**src/rtl/fifo_uart_tx.sv**
```systemverilog
// Drains a registered-read FIFO and serialises each popped byte as an 8N1
// UART frame (start bit, WIDTH data bits LSB first, one stop bit).
module fifo_uart_tx #(
  parameter int WIDTH        = 8,
  parameter int CLKS_PER_BIT = 104
) (
  input  logic             i_clk,
  input  logic             i_rst,
  input  logic             i_enable,
  input  logic             i_empty,
  input  logic [WIDTH-1:0] i_datain,
  output logic             o_rden,
  output logic             o_tx,
  output logic             o_busy,
  output logic             o_done
);

  localparam int CW = $clog2(CLKS_PER_BIT);
  localparam int IW = $clog2(WIDTH) + 1;
  localparam logic [CW-1:0] LAST_CLK = CW'(CLKS_PER_BIT - 1);
  localparam logic [CW-1:0] DONE_CLK = CW'(CLKS_PER_BIT - 2);
  localparam logic [IW-1:0] LAST_BIT = IW'(WIDTH - 1);

  typedef enum logic [2:0] {IDLE, FETCH, LOAD, START, DATA, STOP} state_t;

  state_t           state;
  logic [CW-1:0]    clk_cnt;
  logic [IW-1:0]    bit_idx;
  logic [WIDTH-1:0] shreg;
  logic             bit_end;

  assign bit_end = (clk_cnt == LAST_CLK);

  // NOTE: every output is a register updated with <= in this one block, so
  // o_tx never glitches and each output is set one edge ahead of its state.
  always_ff @(posedge i_clk) begin
    if (i_rst) begin
      state   <= IDLE;
      clk_cnt <= '0;
      bit_idx <= '0;
      shreg   <= '0;
      o_rden  <= 1'b0;
      o_tx    <= 1'b1;
      o_busy  <= 1'b0;
      o_done  <= 1'b0;
    end else begin
      o_rden <= 1'b0;
      o_done <= 1'b0;
      case (state)
        IDLE: begin
          o_tx <= 1'b1;
          if (i_enable && !i_empty) begin
            state  <= FETCH;
            o_rden <= 1'b1;
            o_busy <= 1'b1;
          end
        end
        FETCH: state <= LOAD;
        // The FIFO read port is registered: the popped byte is valid now.
        LOAD: begin
          shreg   <= i_datain;
          clk_cnt <= '0;
          bit_idx <= '0;
          o_tx    <= 1'b0;
          state   <= START;
        end
        START: begin
          if (bit_end) begin
            clk_cnt <= '0;
            o_tx    <= shreg[0];
            state   <= DATA;
          end else begin
            clk_cnt <= clk_cnt + 1'b1;
          end
        end
        DATA: begin
          if (bit_end) begin
            clk_cnt <= '0;
            shreg   <= shreg >> 1;
            if (bit_idx == LAST_BIT) begin
              o_tx  <= 1'b1;
              state <= STOP;
            end else begin
              o_tx    <= shreg[1];
              bit_idx <= bit_idx + 1'b1;
            end
          end else begin
            clk_cnt <= clk_cnt + 1'b1;
          end
        end
        STOP: begin
          if (bit_end) begin
            clk_cnt <= '0;
            o_busy  <= 1'b0;
            state   <= IDLE;
          end else begin
            clk_cnt <= clk_cnt + 1'b1;
            o_done  <= (clk_cnt == DONE_CLK);
          end
        end
        default: state <= IDLE;
      endcase
    end
  end

endmodule

```
**config.mk**
```make
export PLATFORM = sky130hd
export DESIGN_NAME = fifo_uart_tx
export DESIGN_NICKNAME = d
export VERILOG_FILES = /design/src/rtl/fifo_uart_tx.sv
export SDC_FILE = /design/constraint.sdc
export NUM_CORES = 1
export LEC_CHECK = 0
export ABC_AREA = 1
export BUFFER_PORTS_ARGS = -buffer_cell sky130_fd_sc_hd__buf_4
export CAP_MARGIN = 15
export CORE_MARGIN = 5
export CORE_UTILIZATION = 61
export CTS_CLUSTER_DIAMETER = 50
export CTS_CLUSTER_SIZE = 16
export DETAILED_ROUTE_END_ITERATION = 12
export PLACE_DENSITY = 0.83
export SLEW_MARGIN = 20
export SYNTH_ARGS = -nofsm -noshare
export SYNTH_HDL_FRONTEND = slang
export SYNTH_SLANG_ARGS = --single-unit
```
**constraint.sdc**
```tcl
create_clock -name i_clk -period 3.3 [get_ports i_clk]
set_input_delay 0.33 -clock i_clk [delete_from_list [all_inputs] [get_ports i_clk]]
set_output_delay 0.33 -clock i_clk [all_outputs]
set_load 0.1 [all_outputs]
```
Yosys cells after proc, flatten, opt, wreduce, memory -nomap -nowiden
Index checks and enable logic that the tools add are counted.

storage, ports and cells
  flip-flop bits (word level) = 26
  input bits = 12
  output and inout bits = 4
  logic and storage cells = 62

operators by class
  reduce and logical (&&, ||, !) cells = 15
  bitwise gates (word level) = 2
  mux-type cells = 21
  $add $sub $neg = 2
  eq/ne operators = 14

operators with widths
  kind                 number
  $pmux 3 s6           1
  $pmux 8 s2           1
  $mux 3               5
  $eq 7x7->1 const B   2
  $pmux 7 s2           1
  $ne 2x2->1 const B   6
  $reduce_and 3->1     3
  $mux 4               2
  $mux 8               1
  $pmux 4 s2           1
  $add 7x1->7 const B  1
  $mux 7               1
  $eq 3x2->1 const B   2
  $eq 3x3->1 const B   2
  $mux 1               6
  $reduce_bool 2->1    3
  $reduce_or 3->1      2
  $reduce_and 5->1     1
  $add 4x1->4 const B  1
  $eq 4x3->1 const B   1
  $pmux 1 s4           1
  $reduce_bool 4->1    1
  $eq 3x1->1 const B   1
  $logic_not 3->1      1
  other kinds (6)      7

Longest topological paths before layout
  depth after elaboration = 4
  gate-level depth with buffers = 10
  mapped depth without buffers = 9

Worst setup path after synthesis
Ideal clock, no wire load.

  path type = register -> register
  start = register clk_cnt[1]
  end = register bit_idx[0]
  arrival = 1.263 ns
  path slack = 1.971 ns
  path buffers = 0
  cell stages (with the launch flop) = 7
  required time = 3.234 ns
  cell sequence = dfxtp_1 -> ha_1 -> nand3_1 -> nor2_4 -> nand2_2 -> or2_1 -> a21oi_2

between the ends
  cells in the longest elaborated chain, start to end = 3

RTL lines
  element                     line  text
  start, declared             27    logic [CW-1:0] clk_cnt;
  start signal, assigned      73    clk_cnt <= clk_cnt + 1'b1;
  start signal, assigned      88    clk_cnt <= clk_cnt + 1'b1;
  start signal, assigned      97    clk_cnt <= clk_cnt + 1'b1;
  $eq 7x7->1                  32    assign bit_end = (clk_cnt == LAST_CLK);
  $ne 2x2->1 (no line)        n/a
  $reduce_and 3->1 (no line)  n/a
  end signal, assigned        85    bit_idx <= bit_idx + 1'b1;
  end, declared               28    logic [IW-1:0] bit_idx;

No other way between the ends.
A chain may end at the register's enable or synchronous reset.

Worst setup path after layout
  start = register state[2]
  end = register o_tx

between the ends
  cells in the longest elaborated chain, start to end = 3
  elaborated cells on any way between the ends = 9

RTL lines
  element                                                           line  text
  start, declared                                                   26    state_t state;
  start signal, assigned                                            38    state <= IDLE;
  start signal, assigned                                            53    state <= FETCH;
  start signal, assigned                                            58    FETCH: state <= LOAD;
  $eq 3x3->1, or another cell as far along                          49    case (state)
  $reduce_bool 4->1 (no line) / $ne 2x2->1 (equally long branches)  n/a
  $reduce_and 3->1 (no line)                                        n/a
  end signal, assigned                                              70    o_tx <= shreg[0];
  end signal, assigned                                              84    o_tx <= shreg[1];
  end, declared                                                     13    output logic o_tx,

Several ways; a longest one is shown, not always the timed one.

==> results by group <==
Status
  • Outcome: finished, final reports clean

STA
  • Final Setup Violations: 0
  • Final Hold Viols: 0
  • RSZ-0062 raised after global routing: no
  • Tcrit/Tclk final: 49.5%
  • TNS Setup: 0 ns
  • Max Clock Skew: 0.00527 ns
  • Max-slew violations: 0
  • Worst Max-Slew Pin Slew: 0.498 ns
  • Tmin final: 1.63 ns
  • Fmax: 612 MHz
  • Worst slew margin: 66.7%

Worst setup path
  • Worst setup SP type: flop
  • CP max stage delay: 0.51 ns
  • CP Data Required Time: 3.51 ns
  • Worst Setup Path Type: reg2reg
  • Max FO, Critical Path: 12
  • Crit-path slowest cell: dfxtp_1
  • Crit path arrival time: roughly 1.9 ns
  • CP Capture Type: flop
  • CP dominant cell by count: nand2_1
  • Critical path cell sequence: nand2_1 > nor2_2 > nand2_1 > nand2_1 > nand3_1 > nand2_1 > nand3_1

Power
  • Sequential power share: 40.9%
  • Leakage dissipation: approximately 0.72 nW
  • Worst vdd ir: a little under 0.0005 V
  • Overall Power: roughly 0.0011 W
  • Pint: between 0.0005 and 0.0006 W
  • Switching power: 0.000478 W
  • Power density over the cells: 680 nW/µm²
  • Sw Ratio: between 40% and 50%
  • Clock power share: 15.5%
  • Comb power frac: 43.6%

Global routing
  • Via count of the first global-routing pass: 1299
  • Largest net degree at the start of global routing: 18
  • Gr usage total: 19.8%
  • First-pass GRT wire length: 5440 µm
  • Initial antenna violation count: 0
  • Total grt overflow: 0

Floorplan
  • Core Area: 2210 µm²
  • Die width: 58.3 µm
  • Io pins: 16
  • Die Y: 58.3 µm
  • Starting Density: 64.2%
  • DIE AREA: between 3000 and 4000 µm²
  • Placement Rows: 17

Detailed routing
  • Remaining DRCs: 0
  • Via count: about 1400
  • DRT Pass-1 Iters: 4
  • Post-Route WL: 3080 µm
  • Initial DRC count: 97
  • Vias per inst: about 5.3
  • Routed len/inst: 11.9 µm
  • ANT nets after route: 0

Clock tree
  • CTS root buf: clkbuf_4
  • # H-tree levels: 1
  • Setup bufs post-CTS: 0
  • CTS tree: done
  • Gates resized, CTS repair: 0
  • CTS Hold Bufs: 0
  • Clk slew on worst S/H paths: 0.15 ns
  • # clock sinks: 26
  • Clock latency on the worst-skew pair: 0.32 ns
  • Num CTS Buffers: 3
  • Max Buffers Root-to-Sink: 2

Logic synthesis
  • Dominant cells by area after synthesis: dfxtp_1 37%, nand2_1 18%, nor2_1 8.5%, nand3_1 4.9%, inv_1 3.7%
  • XOR/XNOR Fraction of Synth Area: 0%
  • Synth Cell Area: 1420 µm²
  • Top cell type by total area after synthesis: dfxtp_1
  • Syn nets: 232
  • Post-synth cell types: 28
  • Mux contribution to synthesized area: 0%
  • #FFs+latches synth: 26
  • Compound-Gate Fraction of Synth Area: 11.6%
  • Simple-Gate Fraction of Synth Area: 41.1%
  • Mapped Cells: 217
  • Main combinational cell family by area after synthesis: simple AND/OR/NAND/NOR gates
  • Sequential element share of the synthesized area: 36.7%
  • Syn Area/Cell: 6.54 µm²
  • Adder-cell share of the synthesized area: 2.64%
  • Synth top area share: 36.7%
  • YS warnings: 0

Run
  • Max-Cap Viols: 0

Final layout
  • Most common cell after layout, fill and taps aside: nand2_1
  • Post-layout net count: 247
  • Number of diodes: 0
  • Commonest non-fill, non-tap cells in the layout: 67 x nand2_1, 32 x nor2_1, 26 x dfxtp_1, 15 x buf_4
  • Share of cells above drive strength 1: 16.9%
  • Area grow syn2layout: 10.2%

Min path
  • Hold Path Class: in2reg

Placement
  • GP Congestion: slightly above 0.9
  • Port Buffers: 15
  • Final HPWL from detailed placement: about 2300 µm
[synthesized netlist by cell type, drive strengths merged]
| cell | count |
|---|---|
| a31oi | 1 |
| nor4 | 2 |
| nand3 | 14 |
| or2 | 2 |
| a21oi | 11 |
| dfxtp | 26 |
| o21bai | 1 |
| nor2 | 37 |
| o21ai | 14 |
| nand2 | 73 |
| ha | 3 |
| nand4 | 6 |
| inv | 20 |
| a22oi | 1 |
| buf | 4 |
| o211ai | 1 |
| clkbuf | 1 |
[flip-flops by register name, indices dropped and copies added (netlist names)]
signal,flops
state,3
o_busy,1
clk_cnt,7
shreg,8
bit_idx,4
o_rden,1
o_tx,1
o_done,1
[critical path: cells and delay by family (launching register included)]
kind	cells	cell delay (ns)
simple gates	7	1.01
flops	1	0.51
[kinds of logic after synthesis]
group,count (synthesis)
compound gates,29
fa+ha+maj,3
simple gates,134
buf+inv,25
flops,26
[area by class of cell]
class | count | area (µm²)
clock buffer | 4 | 36.3
fill | 192 | 647
inverter | 20 | 75.1
multi-input combinational | 166 | 786
sequential | 26 | 520
tap | 28 | 35.0
timing repair buffer | 15 | 113
[path summary, 6_finish.rpt]
| check | slack [ns] | startpoint | depth (start not counted) | end |
|---|---|---|---|---|
| setup / recovery | 1.67 | state[2] | 7 | o_tx |
| hold / removal | 0.24 | i_rst | 2 | clk_cnt[3] |
| setup reg to reg | 1.67 | state[2] | 7 | o_tx |
| hold reg to reg | 0.48 | shreg[7] | 2 | shreg[7] |
[metrics by stage]
| step | hold slack [ns] | std cells | setup slack, ns | area, µm² | util (%) |
|---|---|---|---|---|---|
| 4_1_cts | 0.233 | 259 | 1.70 | 1570 | 70.8 |
| 5_1_grt | 0.223 | 259 | 1.47 | 1570 | 70.8 |
| 3_3_place_gp | 0.450 | 255 | 1.76 | 1530 | 69.1 |
| 2_1_floorplan | 0.440 | 217 | 1.97 | 1420 | - |
| 3_5_place_dp | 0.453 | 255 | 1.71 | 1530 | 69.1 |
| 6_report | 0.235 | 259 | 1.67 | 1570 | 70.8 |
[power groups by stage]
stage               Combinational [W]  Clock [W]  Sequential (W)
floorplan                    0.000332          0        0.000479
global placement             0.000446          0        0.000436
detailed placement           0.000462          0        0.000439
CTS                          0.000464   0.000162        0.000432
global route                 0.000525   0.000175        0.000444
finish                       0.000464   0.000165        0.000435
[routing by layer]
layer | global-route usage, % | up-vias | wire length (µm)
li1 | - | 728 | -
met5 | 0 | - | 0
met2 | 33.1 | 44 | 1520
met3 | 2.23 | 2 | 146
met1 | 26.5 | 590 | 1400
met4 | 6.29 | 0 | 18
Power figures use the tool's default switching activity.
